$ cat src/rtl/mem_resp_stage_pkg.sv
// Shared constants for the MEM response stage: bus widths, bus field offsets, load opcodes, state encoding.
package mem_resp_stage_pkg;

  localparam int ES_TO_MS_BUS_WD = 75;
  localparam int MS_TO_WS_BUS_WD = 71;

  localparam int ES_WAIT_DATA = 74;
  localparam int ES_LD_OP_HI  = 73;
  localparam int ES_LD_OP_LO  = 71;
  localparam int ES_GR_WE     = 70;
  localparam int ES_DEST_HI   = 69;
  localparam int ES_DEST_LO   = 65;
  localparam int ES_ALU_HI    = 64;
  localparam int ES_ALU_LO    = 33;
  localparam int ES_PC_HI     = 32;
  localparam int ES_PC_LO     = 1;
  localparam int ES_IS_EXC    = 0;

  localparam logic [2:0] LD_OP_W  = 3'b000;
  localparam logic [2:0] LD_OP_B  = 3'b001;
  localparam logic [2:0] LD_OP_BU = 3'b010;
  localparam logic [2:0] LD_OP_H  = 3'b011;
  localparam logic [2:0] LD_OP_HU = 3'b100;

  localparam logic [1:0] STATE_EMPTY = 2'd0;
  localparam logic [1:0] STATE_WAIT  = 2'd1;
  localparam logic [1:0] STATE_READY = 2'd2;

endpackage

$ cat src/rtl/mem_resp_stage_load_extend.sv
// Combinational byte/half selection and sign/zero extension of a load response word.
module load_extend
  import mem_resp_stage_pkg::*;
(
  input  logic [2:0]  ld_op,
  input  logic [1:0]  addr_lo,
  input  logic [31:0] rdata,
  output logic [31:0] result
);

  logic [7:0]  byte_val;
  logic [15:0] half_val;

  always_comb begin
    byte_val = rdata[7:0];
    case (addr_lo)
      2'd0:    byte_val = rdata[7:0];
      2'd1:    byte_val = rdata[15:8];
      2'd2:    byte_val = rdata[23:16];
      default: byte_val = rdata[31:24];
    endcase
    half_val = addr_lo[1] ? rdata[31:16] : rdata[15:0];
  end

  always_comb begin
    result = rdata;
    case (ld_op)
      LD_OP_W:  result = rdata;
      LD_OP_B:  result = {{24{byte_val[7]}}, byte_val};
      LD_OP_BU: result = {24'd0, byte_val};
      LD_OP_H:  result = {{16{half_val[15]}}, half_val};
      LD_OP_HU: result = {16'd0, half_val};
      default:  result = rdata;
    endcase
  end

endmodule

$ cat src/rtl/mem_resp_stage.sv
// MEM pipeline stage: collects load responses, extends load data and hands bundles to WB.
// Optional MS_DATA_BUF_EN adds a 1-entry rdata buffer for responses arriving while WB is stalled.
module mem_resp_stage
  import mem_resp_stage_pkg::*;
(
  input  logic                       clk,
  input  logic                       resetn,
  input  logic                       es_to_ms_valid,
  input  logic [ES_TO_MS_BUS_WD-1:0] es_to_ms_bus,
  output logic                       ms_allowin,
  input  logic                       ws_allowin,
  output logic                       ms_to_ws_valid,
  output logic [MS_TO_WS_BUS_WD-1:0] ms_to_ws_bus,
  input  logic                       data_sram_data_ok,
  input  logic [31:0]                data_sram_rdata,
  input  logic                       ms_flush,
  output logic [4:0]                 ms_to_ds_dest,
  output logic [31:0]                ms_to_ds_result,
  output logic                       ms_to_ds_ld_busy
);

  logic                       ms_valid;
  logic [ES_TO_MS_BUS_WD-1:0] es_bus_r;
  logic [1:0]                 state;
  logic                       discard;
  logic                       buf_valid;
  logic                       data_ok_eff;
  logic                       ms_ready_go;
  logic                       handoff;
  logic [31:0]                ld_src;
  logic [31:0]                ld_result;
  logic [31:0]                final_result;
  logic                       ws_gr_we;

  logic        wait_data;
  logic [2:0]  ld_op;
  logic        gr_we;
  logic [4:0]  dest;
  logic [31:0] alu_res;
  logic [31:0] pc;
  logic        is_exc;

  assign wait_data = es_bus_r[ES_WAIT_DATA];
  assign ld_op     = es_bus_r[ES_LD_OP_HI:ES_LD_OP_LO];
  assign gr_we     = es_bus_r[ES_GR_WE];
  assign dest      = es_bus_r[ES_DEST_HI:ES_DEST_LO];
  assign alu_res   = es_bus_r[ES_ALU_HI:ES_ALU_LO];
  assign pc        = es_bus_r[ES_PC_HI:ES_PC_LO];
  assign is_exc    = es_bus_r[ES_IS_EXC];

  assign data_ok_eff    = data_sram_data_ok && !discard;
  assign ms_ready_go    = !wait_data || data_ok_eff || buf_valid;
  assign ms_allowin     = !ms_valid || (ms_ready_go && ws_allowin);
  assign ms_to_ws_valid = ms_valid && ms_ready_go && !ms_flush;
  assign handoff        = ms_to_ws_valid && ws_allowin;

`ifdef MS_DATA_BUF_EN
  logic [31:0] buf_rdata;

  // A response that arrives while WB is stalled is parked here until the handoff.
  always_ff @(posedge clk or negedge resetn) begin
    if (!resetn) begin
      buf_valid <= 1'b0;
      buf_rdata <= 32'd0;
    end else if (ms_flush || handoff) begin
      buf_valid <= 1'b0;
    end else if (state == STATE_WAIT && data_ok_eff && !ws_allowin) begin
      buf_valid <= 1'b1;
      buf_rdata <= data_sram_rdata;
    end
  end

  assign ld_src = buf_valid ? buf_rdata : data_sram_rdata;
`else
  assign buf_valid = 1'b0;
  assign ld_src    = data_sram_rdata;
`endif

  load_extend u_load_extend (
    .ld_op   (ld_op),
    .addr_lo (alu_res[1:0]),
    .rdata   (ld_src),
    .result  (ld_result)
  );

  assign final_result = wait_data ? ld_result : alu_res;
  assign ws_gr_we     = gr_we && !is_exc;

  assign ms_to_ws_bus     = {ws_gr_we, dest, final_result, pc, is_exc};
  assign ms_to_ds_dest    = (ms_valid && ws_gr_we) ? dest : 5'd0;
  assign ms_to_ds_result  = final_result;
  assign ms_to_ds_ld_busy = ms_valid && wait_data && !data_ok_eff && !buf_valid;

  always_ff @(posedge clk or negedge resetn) begin
    if (!resetn) begin
      ms_valid <= 1'b0;
      es_bus_r <= '0;
    end else if (ms_flush) begin
      ms_valid <= 1'b0;
    end else if (ms_allowin) begin
      ms_valid <= es_to_ms_valid;
      if (es_to_ms_valid) begin
        es_bus_r <= es_to_ms_bus;
      end
    end
  end

  always_ff @(posedge clk or negedge resetn) begin
    if (!resetn) begin
      state <= STATE_EMPTY;
    end else if (ms_flush) begin
      state <= STATE_EMPTY;
    end else if (ms_allowin) begin
      if (es_to_ms_valid) begin
        state <= es_to_ms_bus[ES_WAIT_DATA] ? STATE_WAIT : STATE_READY;
      end else begin
        state <= STATE_EMPTY;
      end
    end else if (state == STATE_WAIT && data_ok_eff) begin
      state <= STATE_READY;
    end
  end

  // A request still in flight at flush time returns later; that one response must be dropped.
  always_ff @(posedge clk or negedge resetn) begin
    if (!resetn) begin
      discard <= 1'b0;
    end else if (ms_flush && state == STATE_WAIT && !data_sram_data_ok) begin
      discard <= 1'b1;
    end else if (discard && data_sram_data_ok) begin
      discard <= 1'b0;
    end
  end

endmodule

$ cat config.mk
export PLATFORM = sky130hd
export DESIGN_NAME = mem_resp_stage
export DESIGN_NICKNAME = d
export VERILOG_FILES = /design/src/rtl/mem_resp_stage_pkg.sv /design/src/rtl/mem_resp_stage_load_extend.sv /design/src/rtl/mem_resp_stage.sv
export SDC_FILE = /design/constraint.sdc
export NUM_CORES = 1
export LEC_CHECK = 0
export BUFFER_PORTS_ARGS = -buffer_cell sky130_fd_sc_hd__buf_2
export CAP_MARGIN = 20
export CORE_MARGIN = 2
export CORE_UTILIZATION = 35
export DETAILED_ROUTE_END_ITERATION = 16
export GPL_TIMING_DRIVEN = 0
export PLACE_DENSITY = 0.66
export SYNTH_ARGS = -nofsm -noshare
export SYNTH_HDL_FRONTEND = slang
export SYNTH_HIERARCHICAL = 1
export SYNTH_SLANG_ARGS = --single-unit
$ cat constraint.sdc
create_clock -name clk -period 2.1 [get_ports clk]
set_input_delay 0.105 -clock clk [delete_from_list [all_inputs] [get_ports clk]]
set_output_delay 0.105 -clock clk [all_outputs]
set_load 0.005 [all_outputs]
==> key figures <==
Floorplanning
  • Starting density of the core: 0.359
  • Chip Width: about 130 um
  • Row count: between 40 and 50
  • Die Y-Extent: 129 um
  • Full die area: 0.0166 mm^2
  • # IOs: 224
  • Area of the core: 0.0152 mm^2

Global routing
  • Largest net degree at the start of global routing: 68
  • First-pass GRT wire length: around 27,000 um
  • Initial antenna violation count: 4
  • Gr usage total: 0.214
  • Overflow after GRT: 0
  • Vias in the first global route: 5,074

Setup path
  • Reg2reg start: ms_valid
  • CP cell instances: buf_6 -> mux4_2 -> buf_6 -> o21bai_4 -> buf_6 -> o221ai_4 -> mux2_4 -> buf_6 -> buf_6
  • R2r worst-path depth: 6
  • Reg2reg setup slack: roughly 0.18 ns
  • CP most frequent cell: buf_6
  • Setup crit end kind: output port
  • CP max FO: 6
  • CP Data Arrival Time: 2.43 ns
  • Critical Path RT: approximately 2.0 ns
  • Setup CP Type: flip-flop to output port
  • Delay of the slowest critical-path stage: between 0.4 and 0.5 ns
  • R2R Path End: es_bus_r[66]
  • CP startpoint kind: flip-flop
  • Crit path max-delay cell type: mux4_2

Drt
  • Via count: 4,883
  • Final wirelength: 17,600 um
  • Drt via density: approximately 5
  • Drt first pass iters: 4
  • Wire length per cell: 17.7 um
  • Iteration-0 DRC Markers: 257
  • Routed Antenna Nets: 0
  • DRC: 0

Clock network
  • Clock transition at path regs: 0.07 ns
  • Htree depth: 3
  • CTS Buffer Depth: 2
  • TritonCTS Buffers: 9
  • Clock Root Buffer: clkbuf_16
  • TritonCTS clock tree: built
  • Clk Latency, worst-skew pair: 0.34 ns
  • Num Clock Sinks: between 70 and 80

Synth
  • Commonest cells in the netlist: 79 x dfrtp_1, 73 x buf_4, 57 x mux2_2, 50 x mux2_4, 24 x o21ai_0
  • Post-synth ARST share: 1.00
  • Cell taking the most area after synthesis: dfrtp_1
  • Mean post-synth cell area: ~11 um^2
  • #FFs+latches synth: 79
  • YS warnings: 6
  • Cells after Synth: 475
  • Register area share after synthesis: 0.362
  • Ys flop type: dfrtp_1
  • EDFF count, synth: 0
  • Mapped Nets: 588
  • Cell Area, Synth: roughly 0.0055 mm^2
  • Synth cell types: 55
  • Synth top area cells: dfrtp_1 36%, mux2_4 14%, mux2_2 12%, buf_4 10%, mux4_2 2.5%
  • Most common cell in the synthesized netlist: dfrtp_1
  • Share of the synthesized area in the top cell type: 0.362

Power
  • VDD IR max: 0.448 mV
  • Leak: about 4.4 nW
  • Net Sw Power: 2.67 mW
  • Cell-internal power: between 5 and 6 mW
  • Power per cell area: 918 mW/mm^2
  • Sw frac: 0.331
  • Clk network pwr share: 0.194
  • Sequential share of power: 0.250
  • Comb power frac: 0.557

Place
  • Gp weighted congestion: 0.846
  • # port buffers: approximately 220
  • Dpl hpwl: 11,600 um

Worst hold path
  • Worst Hold Launch: es_to_ms_bus[2]
  • Hold EP: es_bus_r[2]
  • Min-Delay Path Class: input port to flip-flop
  • Hold path depth: 2

Timing
  • Final WS setup: -0.432 ns
  • Rel. slew slack: 0.656
  • Final critical-path required period: 2.53 ns
  • Slew @ Worst Pin: 0.516 ns
  • Fin crit share: 1.21
  • Worst Skew: 0.00877 ns
  • Hold Slack: approximately 0.015 ns
  • Fmax: between 300 and 400 MHz
  • RSZ-0062 raised after global routing: yes
  • Count of pins over their slew limit: 0
  • Final setup vio count: 64
  • Final hold vios: 0

Run
  • Max cap viols: 0

Status
  • Failing checks: negative setup slack
  • Status: complete, but fails checks

Finish
  • Fin nets: 911
  • Core Util, Final: 0.578
  • Layout area overhead: 61.2%
  • Share of cells above drive strength 1: 0.658
## cell type report
cell class	count	area (um^2)
Buffer	100	882
Tap cell	188	235
Clock inverter	6	52.6
Antenna cell	3	7.51
Inverter	11	41.3
Timing Repair Buffer	316	2250
Multi-Input combinational cell	281	3110
Fill cell	1273	6410
Clock buffer	10	239
Sequential cell	79	1980
## routing by layer
metal / GRT usage / routed length (um)
met4: 0.0806 / 432
met3: 0.0462 / 1070
met2: 0.354 / 8820
met1: 0.274 / 7290
met5: 0 / 26
## power groups by stage
stage	registers, mW	logic [mW]	clock network (mW)
2_1_floorplan	1.96	2.17	0
3_3_place_gp	2.00	3.23	0
3_5_place_dp	2.01	3.27	0
4_1_cts	2.01	4.25	1.60
5_1_grt	2.06	4.79	1.68
6_report	2.01	4.49	1.56
## state kept, by name, summed over array words and instances (netlist names)
register  flops
discard       1
es_bus_r     75
ms_valid      1
state         2
## timing repair
action	in CTS	in global routing
buffers inserted	12	4
endpoints found under the hold margin	153	2
setup endpoints to repair	64	64
pin swaps	28	17
gates cloned	2	0
resized for setup	151	36
hold buffers	73	2
## cells by family (layout without fill, tap and decap cells)
kind of cell / after synthesis / in the layout / synth area share
and+or+nand+nor: 55 / 55 / 0.0633
buffers and inverters: 115 / 443 / 0.150
muxes: 117 / 117 / 0.290
AOI/OAI and AO/OA: 109 / 109 / 0.134
DFF: 79 / 79 / 0.362
other: 0 / 3 / 0
## how the worst max path moves through the flow
stage,slack (ns),depth (start not counted),to,from
3_3_place_gp,-0.28,8,ms_to_ws_bus[41],es_bus_r[33]
6_report,-0.43,9,ms_to_ws_bus[46],es_bus_r[33]
5_1_grt,-0.51,9,ms_to_ws_bus[48],es_bus_r[33]
2_1_floorplan,0.11,7,ms_to_ws_bus[40],es_bus_r[33]
4_1_cts,-0.45,9,ms_to_ws_bus[41],es_bus_r[33]
3_5_place_dp,-0.27,8,ms_to_ws_bus[41],es_bus_r[33]
## cells in the final DEF, fill, tap and decap left out, types with 3 or more instances in the layout
cell type	n
buf_2	193
mux2_4	81
dfrtp_1	77
dlygate4sd3_1	75
buf_4	70
buf_6	61
mux2_2	26
a21oi_1	20
a22oi_2	16
o21ai_1	15
o21ai_0	14
nand2_1	13
nor2b_1	12
inv_1	10
clkbuf_16	9
buf_8	8
mux4_2	7
and3_1	6
a22o_1	6
a21o_1	6
o221ai_2	5
o21ai_2	5
clkbuf_2	4
diode_2	3
nand2b_1	3
o221ai_4	3
## through the flow
step	cells	setup WS (ns)	setup TNS [ns]	area (um^2)	total power, mW
final	994	-0.432	-19.64	8790	8.07
after floorplan	475	0.111	0	5460	4.13
after global placement	886	-0.281	-5.26	6810	5.24
after detailed placement	887	-0.274	-5.19	6840	5.28
after CTS	986	-0.447	-20.24	8610	7.86
after global routing	992	-0.506	-24.38	8790	8.53
## critical path, delay by kind of cell, from the launching register on
family	cells	cell delay (ns)
muxes	2	0.80
buffers and inverters	5	0.64
DFF	1	0.37
AOI/OAI and AO/OA	2	0.28
Power figures use the tool's default switching activity.
